[config.mk]
export PLATFORM = sky130hd
export DESIGN_NAME = io_mux_matrix
export DESIGN_NICKNAME = d
export VERILOG_FILES = /design/src/rtl/io_mux_pkg.sv /design/src/rtl/io_mux_pin_filter.sv /design/src/rtl/io_mux_matrix.sv
export SDC_FILE = /design/constraint.sdc
export NUM_CORES = 1
export LEC_CHECK = 0
export ABC_AREA = 0
export CORE_AREA = 4 4 228 230
export DETAILED_ROUTE_END_ITERATION = 8
export DIE_AREA = 0 0 232 234
export DONT_BUFFER_PORTS = 1
export GPL_ROUTABILITY_DRIVEN = 0
export PLACE_DENSITY = 0.57
export SYNTH_ARGS = -nofsm -noshare
export SYNTH_HDL_FRONTEND = slang
export SYNTH_SLANG_ARGS = --single-unit
[constraint.sdc]
create_clock -name clk -period 2.8 [get_ports clk]
set_input_delay 0.28 -clock clk [delete_from_list [all_inputs] [get_ports clk]]
set_output_delay 0.28 -clock clk [all_outputs]
set_load 0.02 [all_outputs]
[src/rtl/io_mux_pkg.sv]
// Shared definitions for the pad multiplexer: config layout, function codes
// and the alternate-function slot mapping.
package io_mux_pkg;

  localparam int FUNC_LSB     = 0;
  localparam int FUNC_W       = 2;
  localparam int FILTER_BIT   = 4;
  localparam int LOCK_BIT     = 7;
  localparam int FILTER_CNT_W = 4;

  localparam logic [FUNC_W-1:0] FUNC_GPIO = 2'd0;

  typedef struct packed {
    logic              lock;
    logic              filter_en;
    logic [FUNC_W-1:0] func;
  } pin_cfg_t;

  // Alternate slots are packed per pin; function 0 (GPIO) has no slot.
  function automatic int slot_index(input int pin, input int func, input int func_count);
    return pin * (func_count - 1) + func - 1;
  endfunction

  function automatic logic [7:0] cfg_to_byte(input pin_cfg_t c);
    logic [7:0] b;
    b = '0;
    b[FUNC_LSB +: FUNC_W] = c.func;
    b[FILTER_BIT]         = c.filter_en;
    b[LOCK_BIT]           = c.lock;
    return b;
  endfunction

  function automatic pin_cfg_t byte_to_cfg(input logic [7:0] b);
    pin_cfg_t c;
    c.func      = b[FUNC_LSB +: FUNC_W];
    c.filter_en = b[FILTER_BIT];
    c.lock      = b[LOCK_BIT];
    return c;
  endfunction

endpackage

[src/rtl/io_mux_pin_filter.sv]
// Per-pin input conditioning: synchroniser chain followed by an optional
// glitch filter that only follows input changes stable for FILTER_LEN cycles.
module io_mux_pin_filter
  import io_mux_pkg::*;
#(
  parameter int SYNC_STAGES = 2,
  parameter int FILTER_LEN  = 4
) (
  input  logic clk,
  input  logic rst,
  input  logic pad_in,
  input  logic filter_en,
  output logic filt_out
);

  logic [SYNC_STAGES-1:0]  sync_q, sync_d;
  logic [FILTER_CNT_W-1:0] cnt_q, cnt_d;
  logic                    filt_q, filt_d;
  logic                    en_q, en_d;
  logic                    synced;

  // Unknown pad levels are forced to 0 on entry so X never propagates inward.
  always_comb begin
    sync_d = {sync_q[SYNC_STAGES-2:0], (pad_in === 1'b1)};
    synced = sync_q[SYNC_STAGES-1];
    en_d   = filter_en;
    cnt_d  = cnt_q;
    filt_d = filt_q;
    if (!filter_en || !en_q) begin
      filt_d = synced;
      cnt_d  = '0;
    end else if (synced == filt_q) begin
      cnt_d = '0;
    end else if (cnt_q == FILTER_CNT_W'(FILTER_LEN - 1)) begin
      filt_d = synced;
      cnt_d  = '0;
    end else begin
      cnt_d = cnt_q + FILTER_CNT_W'(1);
    end
  end

  always_ff @(posedge clk) begin
    if (rst) begin
      sync_q <= '0;
      cnt_q  <= '0;
      filt_q <= 1'b0;
      en_q   <= 1'b0;
    end else begin
      sync_q <= sync_d;
      cnt_q  <= cnt_d;
      filt_q <= filt_d;
      en_q   <= en_d;
    end
  end

  assign filt_out = filter_en ? filt_q : synced;

endmodule

[src/rtl/io_mux_matrix.sv]
// Runtime-programmable pad multiplexer: per-pin function select, input
// filtering and lockable configuration behind a simple strobe/ack bus.
module io_mux_matrix
  import io_mux_pkg::*;
#(
  parameter  int PIN_COUNT   = 38,
  parameter  int FUNC_COUNT  = 4,
  parameter  int SYNC_STAGES = 2,
  parameter  int FILTER_LEN  = 4,
  localparam int ALTW        = PIN_COUNT * (FUNC_COUNT - 1),
  localparam int AW          = $clog2(PIN_COUNT),
  parameter  logic [ALTW-1:0] ALT_IN_IDLE = '0
) (
  input  logic                 clk,
  input  logic                 rst,
  input  logic [AW-1:0]        cfg_addr,
  input  logic                 cfg_wr_en,
  input  logic                 cfg_rd_en,
  input  logic [7:0]           cfg_wdata,
  output logic [7:0]           cfg_rdata,
  output logic                 cfg_ack,
  output logic                 cfg_err,
  input  logic [PIN_COUNT-1:0] gpio_output,
  input  logic [PIN_COUNT-1:0] gpio_oeb,
  output logic [PIN_COUNT-1:0] gpio_input,
  input  logic [ALTW-1:0]      alt_out,
  input  logic [ALTW-1:0]      alt_oeb,
  output logic [ALTW-1:0]      alt_in,
  input  logic [PIN_COUNT-1:0] io_in,
  output logic [PIN_COUNT-1:0] io_out,
  output logic [PIN_COUNT-1:0] io_oeb
);

  localparam logic [AW:0] PIN_LIMIT = (AW + 1)'(PIN_COUNT);

  pin_cfg_t cfg_q [PIN_COUNT];
  pin_cfg_t cfg_d [PIN_COUNT];
  logic [7:0] rdata_q, rdata_d;
  logic       ack_q, ack_d;
  logic       err_q, err_d;

  logic       addr_ok;
  logic       wr_reject;
  pin_cfg_t   cur_cfg;
  pin_cfg_t   wr_cfg;
  logic [PIN_COUNT-1:0] filt;

  // Reads sample the pre-write register, so a combined read+write returns old data.
  always_comb begin
    addr_ok   = ({1'b0, cfg_addr} < PIN_LIMIT);
    cur_cfg   = addr_ok ? cfg_q[cfg_addr] : '0;
    wr_cfg    = byte_to_cfg(cfg_wdata);
    wr_reject = !addr_ok || cur_cfg.lock || (int'(wr_cfg.func) >= FUNC_COUNT);

    cfg_d = cfg_q;
    if (cfg_wr_en && !wr_reject) begin
      cfg_d[cfg_addr] = wr_cfg;
    end

    ack_d   = cfg_wr_en || cfg_rd_en;
    err_d   = (cfg_wr_en && wr_reject) || (cfg_rd_en && !addr_ok);
    rdata_d = cfg_rd_en ? cfg_to_byte(cur_cfg) : rdata_q;
  end

  always_ff @(posedge clk) begin
    if (rst) begin
      for (int p = 0; p < PIN_COUNT; p++) begin
        cfg_q[p] <= '0;
      end
      rdata_q <= '0;
      ack_q   <= 1'b0;
      err_q   <= 1'b0;
    end else begin
      cfg_q   <= cfg_d;
      rdata_q <= rdata_d;
      ack_q   <= ack_d;
      err_q   <= err_d;
    end
  end

  assign cfg_rdata = rdata_q;
  assign cfg_ack   = ack_q;
  assign cfg_err   = err_q;

  for (genvar p = 0; p < PIN_COUNT; p++) begin : g_pin
    io_mux_pin_filter #(
      .SYNC_STAGES(SYNC_STAGES),
      .FILTER_LEN (FILTER_LEN)
    ) u_filter (
      .clk      (clk),
      .rst      (rst),
      .pad_in   (io_in[p]),
      .filter_en(cfg_q[p].filter_en),
      .filt_out (filt[p])
    );
  end

  // Selection is driven only by registered config, so pads never see a
  // transient function code while the bus is being written.
  always_comb begin
    alt_in = ALT_IN_IDLE;
    for (int p = 0; p < PIN_COUNT; p++) begin
      io_out[p]     = gpio_output[p];
      io_oeb[p]     = gpio_oeb[p];
      gpio_input[p] = (cfg_q[p].func == FUNC_GPIO) ? filt[p] : 1'b0;
      for (int f = 1; f < FUNC_COUNT; f++) begin
        if (cfg_q[p].func == FUNC_W'(f)) begin
          io_out[p] = alt_out[slot_index(p, f, FUNC_COUNT)];
          io_oeb[p] = alt_oeb[slot_index(p, f, FUNC_COUNT)];
          alt_in[slot_index(p, f, FUNC_COUNT)] = filt[p];
        end
      end
    end
  end

endmodule
Word-level counts from Yosys, hierarchy flattened
Index checks and enable logic that the tools add are counted.
{"block": "classes", "addsub": 38, "n_bitwise": 1, "eq_ne": 266, "reduce_logical": 275, "n_lt_le_gt_ge": 3, "muxes": 539}
{"op": "1-bit two-way mux", "n": 532}
{"op": "4-bit by 1-bit adder with 4-bit output (second input constant)", "n": 38}
{"op": "152-bit bitwise mux", "n": 1}
{"op": "2-bit equality test (second input constant)", "n": 76}
{"op": "4-bit by 2-bit equality test with 1-bit output (second input constant)", "n": 38}
{"op": "4-bit OR reduction", "n": 38}
{"op": "1-bit zero test", "n": 78}
{"op": "2-bit by 1-bit equality test with 1-bit output (second input constant)", "n": 38}
{"op": "2-bit zero test", "n": 38}
{"op": "2-bit by 1-bit inequality test with 1-bit output (second input constant)", "n": 38}
{"op": "2-bit AND reduction", "n": 38}
{"op": "2-bit nonzero test", "n": 38}
{"op": "1-bit logical OR", "n": 41}
{"op": "1-bit equality test", "n": 38}
{"op": "1-bit === test (second input constant)", "n": 38}
{"op": "4-bit binary-select mux with 6-bit select", "n": 1}
{"op": "4-bit demux with 6-bit select", "n": 1}
{"op": "4-bit two-way mux", "n": 4}
{"op": "7-bit greater-or-equal comparator (second input constant)", "n": 1}
{"op": "7-bit by 1-bit less-than comparator with 1-bit output (second input constant)", "n": 1}
{"op": "6-bit inverter with 7-bit output", "n": 1}
{"op": "6-bit less-than comparator (second input constant)", "n": 1}
{"op": "1-bit logical AND", "n": 4}
{"block": "totals", "word_cells": 1391, "output_inout_bits": 238, "regBits": 462, "in_bits": 360}

Logic depth before layout (Yosys ltp)
Gate-level depths: netlist (run 1).
{"block": "logic_depth", "word_depth": 8, "mapped_depth": 11, "ltp_nobuf": 6}

By module
Synthesis (run 1) repeated with hierarchy kept, for this count alone.
{"block": "unflattened", "cells_unflattened": 2185, "area_unflattened_um2": 21635.8}
{"mod": "io_mux_pin_filter", "area_each_um2": 299.0, "cells_each": 29, "n_inst": 38, "seq_area_each_um2": 160.2}
{"mod": "io_mux_matrix", "area_each_um2": 10272.4, "cells_each": 1083, "n_inst": 1, "seq_area_each_um2": 3163.0}

Least setup slack after synthesis (run 1)
No wires, ideal clock.
{"block": "synth_path", "kind": "in2reg", "start": "input cfg_addr[1]", "end": "register cfg_q[12] (netlist bit)", "path_slack_ps": 525, "n_path_buf": 2, "stages": 8, "setup_time_ps": 128, "required_time_ps": 2672, "t_arrival_ps": 2147, "cell_sequence": "buf_2 > mux2_2 > a221o_1 > a2111o_1 > buf_4 > nor3_4 > mux2i_1 > nor2_1"}
{"block": "synth_via", "elab_chain_cells": 8, "elab_cells_between_ends": 16, "cone_classes": "3 x order compare; 7 x mux; 1 x bitwise; 5 x reduce/logical"}
{"element": "from (decl)", "line": "io_mux_matrix.sv:16", "rtl": "input logic [AW-1:0] cfg_addr,"}
{"element": "6-bit inverter with 7-bit output (implied by the code)", "line": "io_mux_matrix.sv:51, io_mux_matrix.sv:57"}
{"element": "4-bit binary-select mux with 6-bit select", "line": "io_mux_matrix.sv:51", "rtl": "cur_cfg = addr_ok ? cfg_q[cfg_addr] : '0;"}
{"element": "4-bit two-way mux (implied by the code) (2 in a row)", "line": "io_mux_matrix.sv:51"}
{"element": "4-bit two-way mux", "line": "io_mux_matrix.sv:51"}
{"element": "1-bit logical OR", "line": "io_mux_matrix.sv:53", "rtl": "wr_reject = !addr_ok || cur_cfg.lock || (int'(wr_cfg.func) >= FUNC_COUNT);"}
{"element": "1-bit zero test", "line": "io_mux_matrix.sv:56", "rtl": "if (cfg_wr_en && !wr_reject) begin"}
{"element": "1-bit logical AND", "line": "io_mux_matrix.sv:56"}
{"element": "to (signal assigned)", "line": "io_mux_matrix.sv:74", "rtl": "cfg_q <= cfg_d;"}
{"element": "to (decl)", "line": "io_mux_matrix.sv:36", "rtl": "pin_cfg_t cfg_q [PIN_COUNT];"}
Several ways; a longest one is shown, not always the timed one. The select of a mux whose other input is x is not followed.
A chain may end at the register's enable or synchronous reset.

Worst setup path in the final report (run 1)
{"block": "layout_path", "start": "register cfg_q[23] (netlist bit)", "end": "register cfg_q[16] (netlist bit)"}
{"block": "layout_via", "elab_chain_cells": 7}
{"element": "4-bit binary-select mux with 6-bit select", "line": "io_mux_matrix.sv:51"}
{"element": "4-bit two-way mux (implied by the code) (2 in a row)", "line": "io_mux_matrix.sv:51"}
{"element": "4-bit two-way mux", "line": "io_mux_matrix.sv:51"}
{"element": "1-bit logical OR", "line": "io_mux_matrix.sv:53"}
{"element": "1-bit zero test", "line": "io_mux_matrix.sv:56"}
{"element": "1-bit logical AND", "line": "io_mux_matrix.sv:56"}
No other way between the ends. The select of a mux whose other input is x is not followed.

==> qor.csv, run 1 <==
stage,metric,value,unit
detailed_routing,wl,66.5,mm
worst_hold_path,hp-class,in -> reg,
yosys,ys_ff_latch,462,
sta,timing.hold.ws,0.0669,ns
yosys,yosys.cell_types.count,57,
worst_setup_path,critPathRequiredTime,3.27,ns
clock_tree,clock_latency,0.59,ns
sta,slew_headroom,39.7,%
pwr,internal_power,10.7,mW
pwr,p_switching,3.19,mW
sta,timing_worst_slew_pin_value,0.902,ns
pwr,swShare,22.9,%
global_routing,antenna_found_initial,4,
pwr,p_leak,10.0,nW
worst_setup_path,start_kind,flop,
yosys,async_flop_share,0,%
worst_setup_path,worstPathArrival,3.21,ns
detailed_routing,drt_iter0_drc,950,
global_routing,globalRouteTotalUtil,23.2,%
global_routing,use_met1,28.6,%
yosys,yosysWarningCount,0,
worst_setup_path,critPathMaxFanout,6,
pwr,seqPwrFrac,48.2,%
floorplanning,core,0.0499,mm²
worst_setup_path,r2r_end,cfg_q[16],
placement,portBuffers,0,
worst_setup_path,cp_num_buf_inv,1,
worst_setup_path,r2r_cells,7,
worst_setup_path,cpLargestDelayFamily,compound AO/OA/AOI/OAI gates,
worst_setup_path,rrSetupSlack,0.06,ns
sta,layout_min_cycle_time,2.74,ns
detailed_routing,antenna_left,0,
yosys,synth_top_flop_cell,dfxtp_1,
flow_run,drv_cap,0,
clock_tree,htreeDepth,2,
floorplanning,die_w,232,µm
global_routing,grt_first_pass_wirelength,98.4,mm
worst_setup_path,cp-end-kind,flop,
floorplanning,start_util,43.2,%
worst_setup_path,r2r_start,cfg_q[23],
worst_hold_path,min_from,cfg_wdata[1],
yosys,yosysSeqAreaShare,43.0,%
worst_hold_path,min_path_cells,3,
floorplanning,die_h,234,µm
sta,fin_crit_sh,97.9,%
pwr,pwr-share-clk,46.0,%
sta,final_max_slew_viol_count,0,
floorplanning,io_pins,598,
detailed_routing,wl_per_cell,21.4,µm
sta,timing.fmax,365,MHz
finish,fin_nets,2794,
finish,area_growth_syn_to_layout,18.9,%
yosys,synth_area,0.0215,mm²
yosys,avgSynthCellArea,9.48,µm²
run_status,status,"finished, final reports clean",
finish,final_cell_mix,"462 x dfxtp_1, 376 x nor2_1, 198 x dlygate4sd3_1",
floorplanning,row_count,82,
worst_setup_path,cp_cell_sequence,"mux2_2, a221o_1, a2111o_2, nor2_2, mux2i_1, nor2_1, dlygate4sd3_1",
placement,hpwlAfterDp,46.4,mm
clock_tree,cts.sinks,462,
sta,fin_skew,0.0177,ns
global_routing,use_met2,40.2,%
global_routing,grt_use_met3,5.49,%
worst_setup_path,path_class,reg -> reg,
detailed_routing,num_vias,17100,
detailed_routing,drc,0,
finish,final_common_cell,dfxtp_1,
pwr,irDropWorstVdd,0.452,mV
worst_hold_path,min_to,cfg_q[29],
yosys,synth-edff-count,0,
yosys,syn_inst,2272,
worst_setup_path,slowest_delay,0.64,ns
clock_tree,cts_buffers,50,
global_routing,grt_max_degree,178,
clock_tree,clk_pin_slew,0.06,ns
global_routing,grt_pass1_vias,17100,
sta,setup_tns,0,ns
sta,hold_viol_final,0,
clock_tree,cts_tree,built,
detailed_routing,dr.pass1.iters,5,
sta,rsz0062_at_grt,false,
sta,setup_viol,0,
finish,drive_gt1_share,10.8,%
pwr,combPwrFrac,5.8,%
pwr,power.density,544,mW/mm²
global_routing,overflow,0,
floorplanning,dieArea,0.0543,mm²
global_routing,grt-busiest-layer,met2,
worst_setup_path,cpMaxStageDelayCell,a2111o_2,
clock_tree,clockRootBuffer,clkbuf_16,
clock_tree,cts_max_path_buffers,3,
detailed_routing,routed_via_density,5.52,
==> per-stage QoR <==
stage	power [mW]	setup WS (ns)	cells	util, %	instance area [µm²]
floorplan	7.44	0.525	2275	-	21500
global placement	7.45	0.423	2809	43.9	21900
detailed placement	7.46	0.432	2809	43.9	21900
CTS	14.1	0.0104	3101	51.2	25500
global route	14.4	0.00000111	3108	51.4	25600
finish	13.9	0.0584	3108	51.4	25600
==> per-layer routing <==
layer  vias to the layer above  wire (µm)
met5                         -         13
met4                         2       2220
met3                       127       4890
met2                       624      32400
met1                      8304      27000
li1                       8092          -
==> worst register-to-register path: stages, from the launching register on <==
cell and delay, ns:
dfxtp_1 0.32, mux2_2 0.25, a221o_1 0.36, a2111o_2 0.64
nor2_2 0.23, mux2i_1 0.21, nor2_1 0.05, dlygate4sd3_1 0.57
==> synthesized netlist by cell type, drive strengths merged (4+ instances only) <==
master / count / area, µm²
and3: 89 / 557
mux4: 82 / 1850
xnor2: 75 / 657
ha: 38 / 475
xor2: 38 / 333
o22ai: 6 / 37.5
nand3: 76 / 380
a21oi: 125 / 626
dfxtp: 462 / 9250
mux2i: 175 / 1750
mux2: 57 / 642
a221oi: 14 / 123
nor3: 43 / 241
inv: 18 / 67.6
a22oi: 8 / 60.1
nor2b: 108 / 676
a221o: 4 / 40.0
nor2: 378 / 1420
nand2b: 36 / 225
nor3b: 39 / 293
and2: 8 / 50.1
clkbuf: 127 / 477
buf: 31 / 185
nand2: 183 / 687
o21ai: 10 / 50.1
==> final cells by class <==
class | instances | area, µm²
Clock inverter | 16 | 134
Tap cell | 672 | 841
Clock buffer | 74 | 1440
Inverter | 18 | 67.6
Antenna cell | 2 | 5.00
Timing Repair Buffer | 225 | 2230
Fill cell | 4646 | 24300
Sequential cell | 462 | 9250
Multi-Input combinational cell | 1639 | 11600
==> flip-flops by register name, indices dropped and copies added (netlist names) <==
name	cells
cfg_q	152
cfg_err	1
g_pin.u_filter.sync_q	76
cfg_rdata	4
g_pin.u_filter.filt_q	38
cfg_ack	1
g_pin.u_filter.en_q	38
g_pin.u_filter.cnt_q	152
==> logic make-up after synthesis <==
| family | share of synthesized area [%] |
|---|---|
| AO/OA/AOI/OAI | 5.54 |
| flip-flops | 43.0 |
| AND/OR/NAND/NOR | 21.6 |
| XOR/XNOR | 4.60 |
| multiplexers | 19.7 |
| other | 0.0174 |
| buffers and inverters | 3.39 |
| adder cells (fa/ha/maj) | 2.21 |
==> what timing repair did <==
action / in CTS / in global routing
endpoints found under the hold margin: 416 / 0
endpoints found under the setup margin: 0 / 25
hold buffers: 202 / 0
resized for setup: 0 / 7
setup buffers: 0 / 4
==> worst max-delay path by stage <==
stage / startpoint / end / slack [ns] / depth (start not counted)
2_1_floorplan: cfg_addr[1] / cfg_q[12] / 0.53 / 8
4_1_cts: cfg_q[19] / cfg_q[8] / 0.01 / 7
5_1_grt: cfg_q[23] / cfg_q[16] / 0.000001 / 7
3_3_place_gp: cfg_addr[1] / cfg_q[20] / 0.42 / 6
6_report: cfg_q[23] / cfg_q[16] / 0.06 / 7
3_5_place_dp: cfg_addr[0] / cfg_q[144] / 0.43 / 7
==> power by group through the flow <==
stage	clock [mW]	sequential, mW	combinational, mW
6_report	6.41	6.72	0.802
5_1_grt	6.85	6.73	0.854
4_1_cts	6.58	6.72	0.790
3_5_place_dp	0	6.86	0.594
3_3_place_gp	0	6.86	0.590
2_1_floorplan	0	6.84	0.601
(Power assumes the default switching activity.)
==> run 2, diff against run 1 <==
CORE_AREA = default   (was 4 4 228 230)
CORE_MARGIN = 4   (was default)
CORE_UTILIZATION = 30   (was default)
DIE_AREA = default   (was 0 0 232 234)
PLACE_DENSITY = 0.43   (was 0.57)
SYNTH_HIERARCHICAL = 1   (was default)
==> run 2 against run 1 <==
Sequential power about the same. Count of clock-buffer cells in the layout increased by 4. Design area increased by 3.8%. Register-to-register slack improved by 0.08 ns. Sequential cell count unchanged. Setup slack improved by 0.078 ns. Maximum frequency increased by 2.9%. Non-clock buffer count increased by 10. Via count increased by 0.45%. Synthesized cell count decreased by 3.8%. Combinational power increased by 3.2%. Highest routed layer unchanged.
==> qor.csv, run 2 <==
stage,metric,value,unit
run_status,status,"finished, final reports clean",
sta,layout_min_cycle_time,2.66,ns
sta,slew_headroom,42.8,%
worst_setup_path,rrSetupSlack,0.14,ns
sta,hold_viol_final,0,
yosys,ys_ff_latch,462,
placement,post-place-cells,3051,
yosys,synthAdderAreaFrac,2.20,%
detailed_routing,wl,73.3,mm
finish,fin_nets,2761,
clock_tree,cts_hold_buffers,207,
pwr,p_total,14.8,mW
floorplanning,dieArea,0.0765,mm²
yosys,yosys.cell_types.count,64,
flow_run,drv_cap,0,
clock_tree,cts.sinks,462,
pwr,power.density,555,mW/mm²
sta,setup_tns,0,ns
worst_setup_path,r2r_cells,9,
clock_tree,htreeDepth,2,
yosys,synth_area,0.0216,mm²
yosys,synth_area_leaders,"dfxtp_1 43%, mux4_2 9.2%, nor2_1 5.2%, mux2i_1 4.7%, nor2b_1 4.6%",
finish,final_cell_mix,"462 x dfxtp_1, 301 x nor2_1, 200 x dlygate4sd3_1",
finish,design_area,0.0266,mm²
sta,final_max_slew_viol_count,0,
placement,portBuffers,0,
floorplanning,die_h,277,µm
worst_setup_path,endpoint,cfg_q[66],
yosys,synthMuxAreaShare,16.9,%
global_routing,antenna_found_initial,9,
yosys,synth_top_flop_cell,dfxtp_1,
finish,drive_gt1_share,13.3,%
sta,fin_crit_sh,95.1,%
placement,hpwlAfterDp,50.9,mm
worst_setup_path,worstPathArrival,3.22,ns
yosys,avgSynthCellArea,9.90,µm²
sta,layout_setup_ws,0.137,ns
yosys,yosys.area_share.simple,22.5,%
clock_tree,cts_setup_buffers,0,
yosys,syn_inst,2185,
worst_setup_path,cp-startpoint,cfg_q[75],
clock_tree,cts_tree,built,
floorplanning,io_pins,598,
yosys,yosysTopAreaCellShare,42.7,%
global_routing,grt_max_degree,172,
finish,final_cells,3364,
yosys,yosysWarningCount,6,
clock_tree,clock_latency,0.61,ns
worst_hold_path,hp-class,in -> reg,
sta,setup_viol,0,
global_routing,grt_first_pass_wirelength,108,mm
sta,timing_worst_slew_pin_value,0.856,ns
worst_setup_path,start_kind,flop,
placement,placed_area,0.0226,mm²
worst_setup_path,critPathMaxFanout,22,
worst_setup_path,r2r_start,cfg_q[75],
finish,area_growth_syn_to_layout,22.9,%
clock_tree,clockRootBuffer,clkbuf_16,
sta,fin_skew,0.0198,ns
yosys,synth_top_family_by_area,simple AND/OR/NAND/NOR gates,
detailed_routing,antenna_left,0,
yosys,synth-compound-area-share,7.45,%
detailed_routing,drc,0,
detailed_routing,drt_iter0_drc,967,
worst_setup_path,r2r_end,cfg_q[66],
floorplanning,row_count,98,
worst_setup_path,cp-end-kind,flop,
global_routing,globalRouteTotalUtil,18.2,%
floorplanning,die_w,277,µm
clock_tree,cts_buffers,53,
finish,largest_registers,"cfg_q x152, g_pin.u_filter/cnt_q x152, g_pin.u_filter/sync_q x76",
worst_setup_path,critPathRequiredTime,3.35,ns
yosys,yosysTopAreaCell,dfxtp_1,
detailed_routing,num_vias,17200,
yosys,synth_most_common_cell,dfxtp_1,
yosys,synth-edff-count,0,
finish,final_common_cell,dfxtp_1,
detailed_routing,dr.pass1.iters,5,
clock_tree,clk_pin_slew,0.06,ns
clock_tree,cts_max_path_buffers,3,
floorplanning,core,0.0715,mm²
global_routing,overflow,0,
pwr,p_leak,10.1,nW
placement,dp_slack,0.524,ns
yosys,yosysSeqAreaShare,42.7,%
yosys,async_flop_share,0,%
detailed_routing,wl_per_cell,21.8,µm
global_routing,grt_pass1_vias,17200,
sta,rsz0062_at_grt,false,
pwr,irDropWorstVdd,0.467,mV
yosys,synth_xor_area_share,4.61,%
worst_setup_path,path_class,reg -> reg,
yosys,ys_top_cells_by_count,"462 x dfxtp_1, 301 x nor2_1, 160 x nor2b_1",
detailed_routing,routed_via_density,5.12,
clock_tree,ctsResizeCount,0,
floorplanning,start_util,30.3,%
sta,timing.fmax,375,MHz
-- run 2: changes by cell type after synthesis, moves of 39 or more --
cell,delta
a21oi_1,-93
nor2_1,-75
mux2i_1,-74
o21ai_0,+69
inv_1,+60
nor2b_1,+52
and3_1,-48
nand2_1,-47
nor3b_1,+39
-- run 2: critical path, cell delays in order (launching register included) --
cell and delay [ns]:
dfxtp_1 0.31, mux2_2 0.26, o22ai_1 0.20, o211ai_1 0.11, buf_4 0.24, nor2_1 0.17
nand2_1 0.07, dlygate4sd3_1 0.56, a21oi_1 0.13, dlygate4sd3_1 0.57
-- run 2: layout make-up --
cell class | count | area [µm²]
Clock inverter | 20 | 258
Antenna cell | 8 | 20.0
Timing Repair Buffer | 235 | 2360
Fill cell | 7104 | 44900
Multi-Input combinational cell | 1531 | 11600
Sequential cell | 462 | 9250
Inverter | 80 | 300
Tap cell | 950 | 1190
Clock buffer | 78 | 1590
-- run 2: how the worst min path moves through the flow --
| stage | startpoint | to | slack, ns | cells after the start |
|---|---|---|---|---|
| after floorplan | rst | g_pin[0].u_filter/en_q | 0.35 | 1 |
| after global placement | rst | g_pin[7].u_filter/sync_q[0] | 0.39 | 1 |
| after detailed placement | rst | g_pin[7].u_filter/sync_q[0] | 0.39 | 1 |
| after CTS | cfg_wr_en | cfg_q[101] | 0.0005 | 3 |
| after global routing | cfg_wr_en | cfg_q[101] | 0.05 | 3 |
| final | cfg_wr_en | cfg_q[101] | 0.05 | 3 |
-- run 2: kinds of logic after synthesis --
kind of cell	count (synthesis)
other	1
flip-flops	462
AO/OA/AOI/OAI	234
buffers and inverters	195
adder cells (fa/ha/maj)	38
XOR/XNOR	114
AND/OR/NAND/NOR	894
multiplexers	247
-- run 2: where the power goes --
| part | leakage [nW] | switching, mW | internal (mW) |
|---|---|---|---|
| Combinational | 5.41 | 0.469 | 0.359 |
| Clock | 0.917 | 2.83 | 4.39 |
| Sequential | 3.74 | 0.0585 | 6.65 |
| Total | 10.1 | 3.36 | 11.4 |
-- run 2: layer usage --
layer	part of all wire (%)	routed length [µm]	vias up	GRT usage, %
li1	-	-	8098	-
met1	43	31300	8459	23.0
met2	48	35100	555	30.9
met3	6.6	4820	111	4.13
met4	2.7	2000	4	5.66
met5	0.037	27	-	0
-- run 2: through the flow --
stage	util [%]	hold slack [ns]
2_1_floorplan	-	0.352
3_3_place_gp	31.6	0.390
3_5_place_dp	31.6	0.389
4_1_cts	37.2	0.000492
5_1_grt	37.2	0.0509
6_report	37.2	0.0525
